==> src/rtl/crc16_serial_engine_if.sv <==
// Signal bundle between the FDC data path / command FSM (master) and the CRC16 engine (slave).
// Handshake: iBYTE_STB and iAPP_REQ are consumed on their rising edge only; oAPP_VALID is a one-cycle pulse qualifying oAPP_BYTE.
interface crc16_serial_engine_if #(
  parameter int CNT_W = 11
);
  logic             iCRC_INIT;
  logic             iCRC_PRESET;
  logic             iBYTE_STB;
  logic [7:0]       iBYTE;
  logic             iAPP_REQ;
  logic [CNT_W-1:0] iLEN;
  logic             oBUSY;
  logic [15:0]      oCRC;
  logic             oCRC_OK;
  logic [CNT_W-1:0] oBYTE_CNT;
  logic             oCNT_DONE;
  logic [7:0]       oAPP_BYTE;
  logic             oAPP_VALID;
  logic             oOVERRUN;
  logic             oDBG_STATE;

  modport master (
    output iCRC_INIT, iCRC_PRESET, iBYTE_STB, iBYTE, iAPP_REQ, iLEN,
    input  oBUSY, oCRC, oCRC_OK, oBYTE_CNT, oCNT_DONE, oAPP_BYTE, oAPP_VALID, oOVERRUN, oDBG_STATE
  );

  modport slave (
    input  iCRC_INIT, iCRC_PRESET, iBYTE_STB, iBYTE, iAPP_REQ, iLEN,
    output oBUSY, oCRC, oCRC_OK, oBYTE_CNT, oCNT_DONE, oAPP_BYTE, oAPP_VALID, oOVERRUN, oDBG_STATE
  );
endinterface

==> src/rtl/crc16_serial_engine.sv <==
// Bit-serial CRC16 engine, MSB first, with byte counter, residue check and CRC append output.
module crc16_serial_engine #(
  parameter logic [15:0] POLY   = 16'h1021,
  parameter logic [15:0] INIT   = 16'hFFFF,
  parameter logic [15:0] PRESET = 16'hCDB4,
  parameter int          CNT_W  = 11
) (
  input logic                 iCLK,
  input logic                 iRESET,
  crc16_serial_engine_if.slave bus
);

  typedef enum logic {S_IDLE = 1'b0, S_SHIFT = 1'b1} state_e;

  state_e           state_q, state_d;
  logic [15:0]      crc_q, crc_d;
  logic [7:0]       sh_q, sh_d;
  logic [2:0]       idx_q, idx_d;
  logic [CNT_W-1:0] cnt_q, cnt_d;
  logic             ptr_q, ptr_d;
  logic             ovr_q, ovr_d;
  logic [7:0]       app_byte_q, app_byte_d;
  logic             app_valid_q, app_valid_d;
  logic             stb_prev_q, app_prev_q;
  logic             stb_ev, app_ev, fb;

  assign stb_ev = bus.iBYTE_STB & ~stb_prev_q;
  assign app_ev = bus.iAPP_REQ & ~app_prev_q;
  assign fb     = crc_q[15] ^ sh_q[idx_q];

  always_ff @(posedge iCLK) begin
    if (iRESET) begin
      state_q     <= S_IDLE;
      crc_q       <= INIT;
      sh_q        <= 8'h00;
      idx_q       <= 3'd0;
      cnt_q       <= '0;
      ptr_q       <= 1'b0;
      ovr_q       <= 1'b0;
      app_byte_q  <= 8'h00;
      app_valid_q <= 1'b0;
      stb_prev_q  <= 1'b0;
      app_prev_q  <= 1'b0;
    end else begin
      state_q     <= state_d;
      crc_q       <= crc_d;
      sh_q        <= sh_d;
      idx_q       <= idx_d;
      cnt_q       <= cnt_d;
      ptr_q       <= ptr_d;
      ovr_q       <= ovr_d;
      app_byte_q  <= app_byte_d;
      app_valid_q <= app_valid_d;
      stb_prev_q  <= bus.iBYTE_STB;
      app_prev_q  <= bus.iAPP_REQ;
    end
  end

  // Append wins over a coincident strobe, so a byte only starts when no append event is present.
  always_comb begin
    state_d = state_q;
    if (bus.iCRC_INIT || bus.iCRC_PRESET) begin
      state_d = S_IDLE;
    end else begin
      case (state_q)
        S_IDLE:  if (stb_ev && !app_ev) state_d = S_SHIFT;
        S_SHIFT: if (idx_q == 3'd0) state_d = S_IDLE;
        default: state_d = S_IDLE;
      endcase
    end
  end

  always_comb begin
    crc_d       = crc_q;
    sh_d        = sh_q;
    idx_d       = idx_q;
    cnt_d       = cnt_q;
    ptr_d       = ptr_q;
    ovr_d       = ovr_q;
    app_byte_d  = app_byte_q;
    app_valid_d = 1'b0;
    if (bus.iCRC_INIT || bus.iCRC_PRESET) begin
      crc_d = bus.iCRC_INIT ? INIT : PRESET;
      cnt_d = '0;
      ptr_d = 1'b0;
      ovr_d = 1'b0;
    end else if (state_q == S_SHIFT) begin
      crc_d = {crc_q[14:0], 1'b0} ^ (fb ? POLY : 16'h0000);
      idx_d = idx_q - 3'd1;
      if (idx_q == 3'd0) cnt_d = (&cnt_q) ? cnt_q : cnt_q + CNT_W'(1);
      if (stb_ev || app_ev) ovr_d = 1'b1;
    end else if (app_ev) begin
      app_valid_d = 1'b1;
      app_byte_d  = ptr_q ? crc_q[7:0] : crc_q[15:8];
      ptr_d       = ~ptr_q;
      if (stb_ev) ovr_d = 1'b1;
    end else if (stb_ev) begin
      sh_d  = bus.iBYTE;
      idx_d = 3'd7;
    end
  end

  always_comb begin
    bus.oBUSY      = (state_q == S_SHIFT);
    bus.oCRC_OK    = (crc_q == 16'h0000) && (state_q == S_IDLE);
    bus.oDBG_STATE = state_q;
  end

  assign bus.oCRC       = crc_q;
  assign bus.oBYTE_CNT  = cnt_q;
  assign bus.oCNT_DONE  = (cnt_q == bus.iLEN);
  assign bus.oAPP_BYTE  = app_byte_q;
  assign bus.oAPP_VALID = app_valid_q;
  assign bus.oOVERRUN   = ovr_q;

endmodule

==> src/flat_wrapper.sv <==
// flat-port wrapper written by rule: the top's interface ports become plain ports
module crc16_serial_engine_flat 
#(
  parameter logic [15:0] POLY   = 16'h1021,
  parameter logic [15:0] INIT   = 16'hFFFF,
  parameter logic [15:0] PRESET = 16'hCDB4,
  parameter int          CNT_W  = 11
)
  (iCLK, iRESET, bus_iCRC_INIT, bus_iCRC_PRESET, bus_iBYTE_STB, bus_iBYTE, bus_iAPP_REQ, bus_iLEN, bus_oBUSY, bus_oCRC, bus_oCRC_OK, bus_oBYTE_CNT, bus_oCNT_DONE, bus_oAPP_BYTE, bus_oAPP_VALID, bus_oOVERRUN, bus_oDBG_STATE);
  crc16_serial_engine_if #(.CNT_W(CNT_W)) bus_i ();
  input logic iCLK;
  input logic iRESET;
  input wire logic [$bits(bus_i.iCRC_INIT)-1:0] bus_iCRC_INIT;
  input wire logic [$bits(bus_i.iCRC_PRESET)-1:0] bus_iCRC_PRESET;
  input wire logic [$bits(bus_i.iBYTE_STB)-1:0] bus_iBYTE_STB;
  input wire logic [$bits(bus_i.iBYTE)-1:0] bus_iBYTE;
  input wire logic [$bits(bus_i.iAPP_REQ)-1:0] bus_iAPP_REQ;
  input wire logic [$bits(bus_i.iLEN)-1:0] bus_iLEN;
  output wire logic [$bits(bus_i.oBUSY)-1:0] bus_oBUSY;
  output wire logic [$bits(bus_i.oCRC)-1:0] bus_oCRC;
  output wire logic [$bits(bus_i.oCRC_OK)-1:0] bus_oCRC_OK;
  output wire logic [$bits(bus_i.oBYTE_CNT)-1:0] bus_oBYTE_CNT;
  output wire logic [$bits(bus_i.oCNT_DONE)-1:0] bus_oCNT_DONE;
  output wire logic [$bits(bus_i.oAPP_BYTE)-1:0] bus_oAPP_BYTE;
  output wire logic [$bits(bus_i.oAPP_VALID)-1:0] bus_oAPP_VALID;
  output wire logic [$bits(bus_i.oOVERRUN)-1:0] bus_oOVERRUN;
  output wire logic [$bits(bus_i.oDBG_STATE)-1:0] bus_oDBG_STATE;
  assign bus_i.iCRC_INIT = bus_iCRC_INIT;
  assign bus_i.iCRC_PRESET = bus_iCRC_PRESET;
  assign bus_i.iBYTE_STB = bus_iBYTE_STB;
  assign bus_i.iBYTE = bus_iBYTE;
  assign bus_i.iAPP_REQ = bus_iAPP_REQ;
  assign bus_i.iLEN = bus_iLEN;
  assign bus_oBUSY = bus_i.oBUSY;
  assign bus_oCRC = bus_i.oCRC;
  assign bus_oCRC_OK = bus_i.oCRC_OK;
  assign bus_oBYTE_CNT = bus_i.oBYTE_CNT;
  assign bus_oCNT_DONE = bus_i.oCNT_DONE;
  assign bus_oAPP_BYTE = bus_i.oAPP_BYTE;
  assign bus_oAPP_VALID = bus_i.oAPP_VALID;
  assign bus_oOVERRUN = bus_i.oOVERRUN;
  assign bus_oDBG_STATE = bus_i.oDBG_STATE;
  crc16_serial_engine #(.POLY(POLY), .INIT(INIT), .PRESET(PRESET), .CNT_W(CNT_W)) u_core (.iCLK(iCLK), .iRESET(iRESET), .bus(bus_i));
endmodule
==> config.mk <==
export PLATFORM = sky130hd
export DESIGN_NAME = crc16_serial_engine_flat
export DESIGN_NICKNAME = d
export VERILOG_FILES = /design/src/rtl/crc16_serial_engine_if.sv /design/src/rtl/crc16_serial_engine.sv /design/src/flat_wrapper.sv
export SDC_FILE = /design/constraint.sdc
export NUM_CORES = 1
export LEC_CHECK = 0
export CAP_MARGIN = 20
export CELL_PAD_IN_SITES_DETAIL_PLACEMENT = 2
export CELL_PAD_IN_SITES_GLOBAL_PLACEMENT = 2
export CORE_ASPECT_RATIO = 0.7
export CORE_MARGIN = 5
export CORE_UTILIZATION = 30
export CTS_BUF_LIST = sky130_fd_sc_hd__clkbuf_16
export DETAILED_ROUTE_END_ITERATION = 10
export GPL_TIMING_DRIVEN = 0
export PLACE_DENSITY = 0.84
export SLEW_MARGIN = 15
export SYNTH_ARGS = -nofsm -noshare
export SYNTH_HDL_FRONTEND = slang
export SYNTH_SLANG_ARGS = --single-unit
==> constraint.sdc <==
create_clock -name iCLK -period 3.9 [get_ports iCLK]
set_clock_uncertainty 0.2 [all_clocks]
set_input_delay 0.585 -clock iCLK [delete_from_list [all_inputs] [get_ports iCLK]]
set_output_delay 0.585 -clock iCLK [all_outputs]
set_load 0.03 [all_outputs]
* Word level (Yosys, flattened, before mapping) *
Index checks and enable logic that the tools add are counted.

word-level totals
  flip-flop bits (word level) = 52
  latch bits = 0
  bits in writable memories = 0
  bits in read-only memories = 0
  input port bits = 25
  output and inout port bits = 41
  word-level logic and storage cells = 65
  memories kept = 0

cells by class
  $add $sub $neg = 2
  $mul = 0
  divide/modulo/power cells = 0
  magnitude comparators = 1
  equal/unequal tests = 3
  shift operators = 0
  mux-type cells = 18
  bitwise gates (word level) = 11
  reduce and logical (&&, ||, !) cells = 19

operators by type and width
  kind                                                         count
  2-to-1 mux 16 bit                                            2
  logical NOT 16 bit                                           1
  bitwise XOR 16 bit                                           1
  2-to-1 mux 14 bit                                            1
  2-to-1 mux 13 bit                                            1
  AND reduction 3 bit                                          4
  adder 11 x 1 -> 11 bit (second input constant)               1
  equality test 11 bit                                         1
  AND reduction 11 bit                                         1
  2-to-1 mux 3 bit                                             3
  2-to-1 mux 1 bit                                             8
  2-to-1 mux 8 bit                                             1
  NOT 1 bit                                                    7
  nonzero test 2 bit                                           3
  less-than comparator 3 x 4 -> 1 bit (second input constant)  1
  AND reduction 4 bit                                          1
  binary-select mux 1 bit (select 3 bit)                       1
  logical NOT 3 bit                                            1
  OR reduction 3 bit                                           1
  subtractor 3 x 1 -> 3 bit (second input constant)            1
  bitwise AND 1 bit                                            2
  logical AND 1 bit                                            2
  logical OR 1 bit                                             2
  != test 2 x 1 -> 1 bit (second input constant)               1
  6 further kinds                                              6

* Depth between registers and ports, before layout *
  depth after elaboration = 7
  mapped depth = 8
  mapped depth without buffers = 7

* Worst setup path before layout *
OpenSTA, ideal clock, no wires.

  path type = flip-flop to output port
  start = register u_core.state_q (netlist: u_core.bus.oBUSY)
  end = output port bus_oCRC_OK
  data arrival time = 1.856 ns
  data required time = 3.115 ns
  path slack = 1.259 ns
  cell stages (with the launch flop) = 5
  path buffers = 1
  cells stage by stage = dfxtp_1 -> clkbuf_1 -> nor4_1 -> nand4_1 -> nor4_1

on the way
  word-level cells in the longest chain between the ends = 2

RTL lines
  element                 RTL line                    text
  from (decl)             crc16_serial_engine.sv:15   state_e state_q, state_d;
  from (signal assigned)  crc16_serial_engine.sv:45   state_q <= state_d;
  NOT 1 bit (no line)     -
  logical AND 1 bit       crc16_serial_engine.sv:105  bus.oCRC_OK = (crc_q == 16'h0000) && (state_q == S_IDLE);
  to (decl)               flat_wrapper.sv:21          output wire logic [$bits(bus_i.oCRC_OK)-1:0] bus_oCRC_OK;

No other way between the ends.

* Worst setup path in the final report *
Ends and elaborated chain as after synthesis.

==> summary.md <==
| Metric | Value |
|---|---|
| Status | finished, final reports clean |
| Boundary Pins | 66 |
| Crit path top cell by count | nor4_1 |
| Yosys cell types | 39 |
| Delay-heaviest family, CP | buffers and inverters |
| Starting DRT DRC Count | 57 |
| Max cap viols | 0 |
| CP Buf/Inv Count | 2 |
| Fin. Hold Viols | 0 |
| Final min period | 3.10 ns |
| Top-area cell type share of the netlist area | 44.3% |
| Final instance area | 3280 um^2 |
| Peak VDD IR | 0.182 mV |
| Critical path launch point type | flop |
| Vias in the first global route | 2398 |
| Initial core utilization | 30.4% |
| Slew @ Worst Pin | 0.810 ns |
| Tcrit/Tclk final | 79.6% |
| PortBufs | 64 |
| Share of layout cells above drive strength 1 | 5.28% |
| Post-CTS Setup Bufs | 0 |
| Synth top area cells | dfxtp_1, mux2i_1, xnor2_1, nor2_1, a211oi_1 |
| Routability-driven placement congestion ratio | 0.735 |
| Power per cell area | 337 nW/um^2 |
| DRT antenna net count | 0 |
| CTS tree | yes |
| Worst EP arrival | 2.32 ns |
| Worst path depth | 5 |
| DIE WIDTH | 116 um |
| Tot GR Track Use | 16.4% |
| Die ar. | 9740 um^2 |
| RR Endpoint | u_core.bus.oBYTE_CNT[1] |
| Leak pwr | 1.05 nW |
| Cts bufs inserted | 5 |
| First drt pass iteration count | 4 |
| Worst setup EP type | output port |
| CP Class | flop to output port |
| Peak Freq | 0.322 GHz |
| Core Footprint | 7740 um^2 |
| CP max stage delay | 0.75 ns |
| Mapped Cells | 247 |
| Area growth, synth to finish | 39.4% |
| Row count | 27 |
| Setup TNS | 0 ns |
| Synth Warn # | 0 |
| Via/cell ratio | 5.02 |
| Final setup fails | 0 |
| Mapped Nets | 275 |
| Flop2flop setup slack | 1.59 ns |
| Syn_area_per_cell | 9.52 um^2 |
| Nets | 349 |
| Flops & latches, synth | 52 |
| Clk pin slew, worst setup/hold paths | 0.07 ns |
| Placed Area | 3140 um^2 |
| Hold Crit Class | flop to flop |
| Mapped cell area | 2350 um^2 |
| Worst EP required | 3.12 ns |
| Final HPWL DP | 6030 um |
| Die Ht | 84.1 um |
| H-Tree Level Count | 2 |
| R2r worst-path depth | 6 |
| Largest net degree at the start of global routing | 16 |
| Slew HR | 45.6% |
| Sink Count | 52 |
| First-pass GRT wire length | 12700 um |
| Final Max Tran Viols | 0 |
| Filler Cells Inserted | 845 |
| N_diodes | 0 |
| Synth area leader | dfxtp_1 |
| Cell Chain, Critical Path | clkbuf_1 -> nor4_1 -> nand4_1 -> nor4_1 -> clkdlybuf4s50_1 |
| Reg-to-Reg Start | u_core.bus.oBYTE_CNT[0] |
| Grt ovf | 0 |
| Design Power | 1.11 mW |
| Clock insertion delay at the later pin of the skew report | 0.28 ns |
| Total number of vias | 2125 |
| Post-CTS sizing | 0 |
| CTS hold repair buffers | 0 |
| DRC | 0 |
| Root Driver | clkbuf_16 |
| RSZ-0062 raised after global routing | no |
| Setup crit end | bus_oCRC_OK |
| Clock Path Buffers | 2 |
| Post-DR wirelength/cell | 18.5 um |
| DRT Wirelength | 7830 um |
| Initial antenna violation count | 0 |
| CP max FO | 10 |
| Slowest cell on crit path | clkdlybuf4s50_1 |
| CP Launch Point | u_core.bus.oBUSY |
| Post-synthesis sequential area ratio | 44.3% |
-- cells in the final DEF, fill, tap and decap left out, drive strengths merged, types with 2 or more instances in the layout --
cell type / Yosys / final
or3: 2 / 2
o21ai: 6 / 6
nor3b: 2 / 2
a211oi: 10 / 10
xor2: 2 / 2
nand2: 13 / 13
nand4: 5 / 5
xnor2: 18 / 18
a211o: 2 / 2
mux2i: 34 / 34
nor3: 10 / 10
nor2b: 3 / 3
dfxtp: 52 / 52
nor4: 9 / 9
buf: 6 / 8
clkdlybuf4s50: 0 / 64
a21oi: 5 / 5
clkbuf: 7 / 12
ha: 3 / 3
inv: 4 / 5
nand3: 5 / 5
nor2: 34 / 34
nand2b: 3 / 3
-- worst min-delay path, delay by kind of cell (launching register included) --
kind | cells | cell delay, ns
DFF | 1 | 0.33
muxes | 1 | 0.07
and+or+nand+nor | 1 | 0.07
-- routing by layer --
layer | wire length [um] | vias to the layer above | GRT usage (%)
met4 | 53 | 0 | 3.27
met1 | 3540 | 1053 | 21.3
met5 | 0 | - | 0
met2 | 3870 | 51 | 27.9
li1 | - | 1017 | -
met3 | 367 | 4 | 3.62
-- cell families after synthesis --
logic type,after synthesis,share of synthesized area (%)
xor gates and xnor gates,20,7.45
DFF,52,44.3
buffers and inverters,17,3.25
muxes,35,15.4
adders and majority gates,3,1.60
and+or+nand+nor,93,20.3
AOI/OAI and AO/OA,27,7.72
-- registers in the layout (all words and copies together), names as in the netlist --
signal                 cells
u_core.bus.oCRC           16
u_core.bus.oBYTE_CNT      11
u_core.bus.oAPP_BYTE       8
u_core.sh_q                8
u_core.idx_q               3
u_core.app_prev_q          1
u_core.bus.oAPP_VALID      1
u_core.bus.oBUSY           1
u_core.bus.oOVERRUN        1
u_core.ptr_q               1
u_core.stb_prev_q          1
-- cell usage after synthesis --
cell type,count
nand3b_1,1
dfxtp_1,52
o21ai_0,6
a211o_1,1
nand2b_1,3
or3b_2,1
nor3_1,10
inv_1,4
clkbuf_1,7
nor2_1,34
or3_1,2
o211a_1,1
xnor2_1,18
nand4_1,5
or4b_1,1
buf_1,3
ha_1,3
buf_2,1
nor4b_1,1
mux4_2,1
o211ai_1,1
nand4b_1,1
and3b_1,1
nor4_1,7
buf_4,1
nor3b_1,2
mux2i_1,34
a31oi_1,1
a211oi_1,10
a21oi_1,5
and2b_1,1
nor2b_1,3
a211o_2,1
xor2_1,2
nand3_1,5
a311oi_1,1
nor4_2,2
nand2_1,13
buf_6,1
-- stage by stage --
step | hold slack [ns] | setup slack, ns | instances | utilization [%]
finish | 0.303 | 0.795 | 423 | 42.4
global route | 0.341 | 0.735 | 423 | 42.4
CTS | 0.314 | 0.775 | 423 | 42.4
detailed placement | 0.298 | 0.893 | 415 | 40.6
global placement | 0.273 | 0.783 | 412 | 40.3
floorplan | 0.260 | 1.26 | 247 | -
-- how the worst min path moves through the flow --
| stage | startpoint | to | cells past startpoint |
|---|---|---|---|
| 2_1_floorplan | u_core.sh_q[0] | u_core.sh_q[0] | 2 |
| 4_1_cts | u_core.sh_q[4] | u_core.sh_q[4] | 2 |
| 3_5_place_dp | u_core.sh_q[4] | u_core.sh_q[4] | 2 |
| 3_3_place_gp | u_core.sh_q[7] | u_core.sh_q[7] | 2 |
| 5_1_grt | u_core.bus.oAPP_BYTE[0] | u_core.bus.oAPP_BYTE[0] | 2 |
| 6_report | u_core.sh_q[4] | u_core.sh_q[4] | 2 |
-- power by group --
group | internal, mW | switching, mW | leakage (nW)
Sequential | 0.543 | 0.0113 | 0.423
Clock | 0.234 | 0.192 | 0.0687
Combinational | 0.0605 | 0.0656 | 0.563
Total | 0.838 | 0.268 | 1.05
-- cell type report --
class | count | area, um^2 | share of cell area (%)
Multi-Input combinational cell | 178 | 1230 | 37.6
Timing Repair Buffer | 67 | 661 | 20.2
Clock inverter | 3 | 15.0 | 0.458
Clock buffer | 5 | 125 | 3.82
Inverter | 4 | 15.0 | 0.458
Tap cell | 101 | 126 | 3.85
Sequential cell | 52 | 1040 | 31.8
Buffer | 13 | 61.3 | 1.87
(Power assumes the default switching activity.)
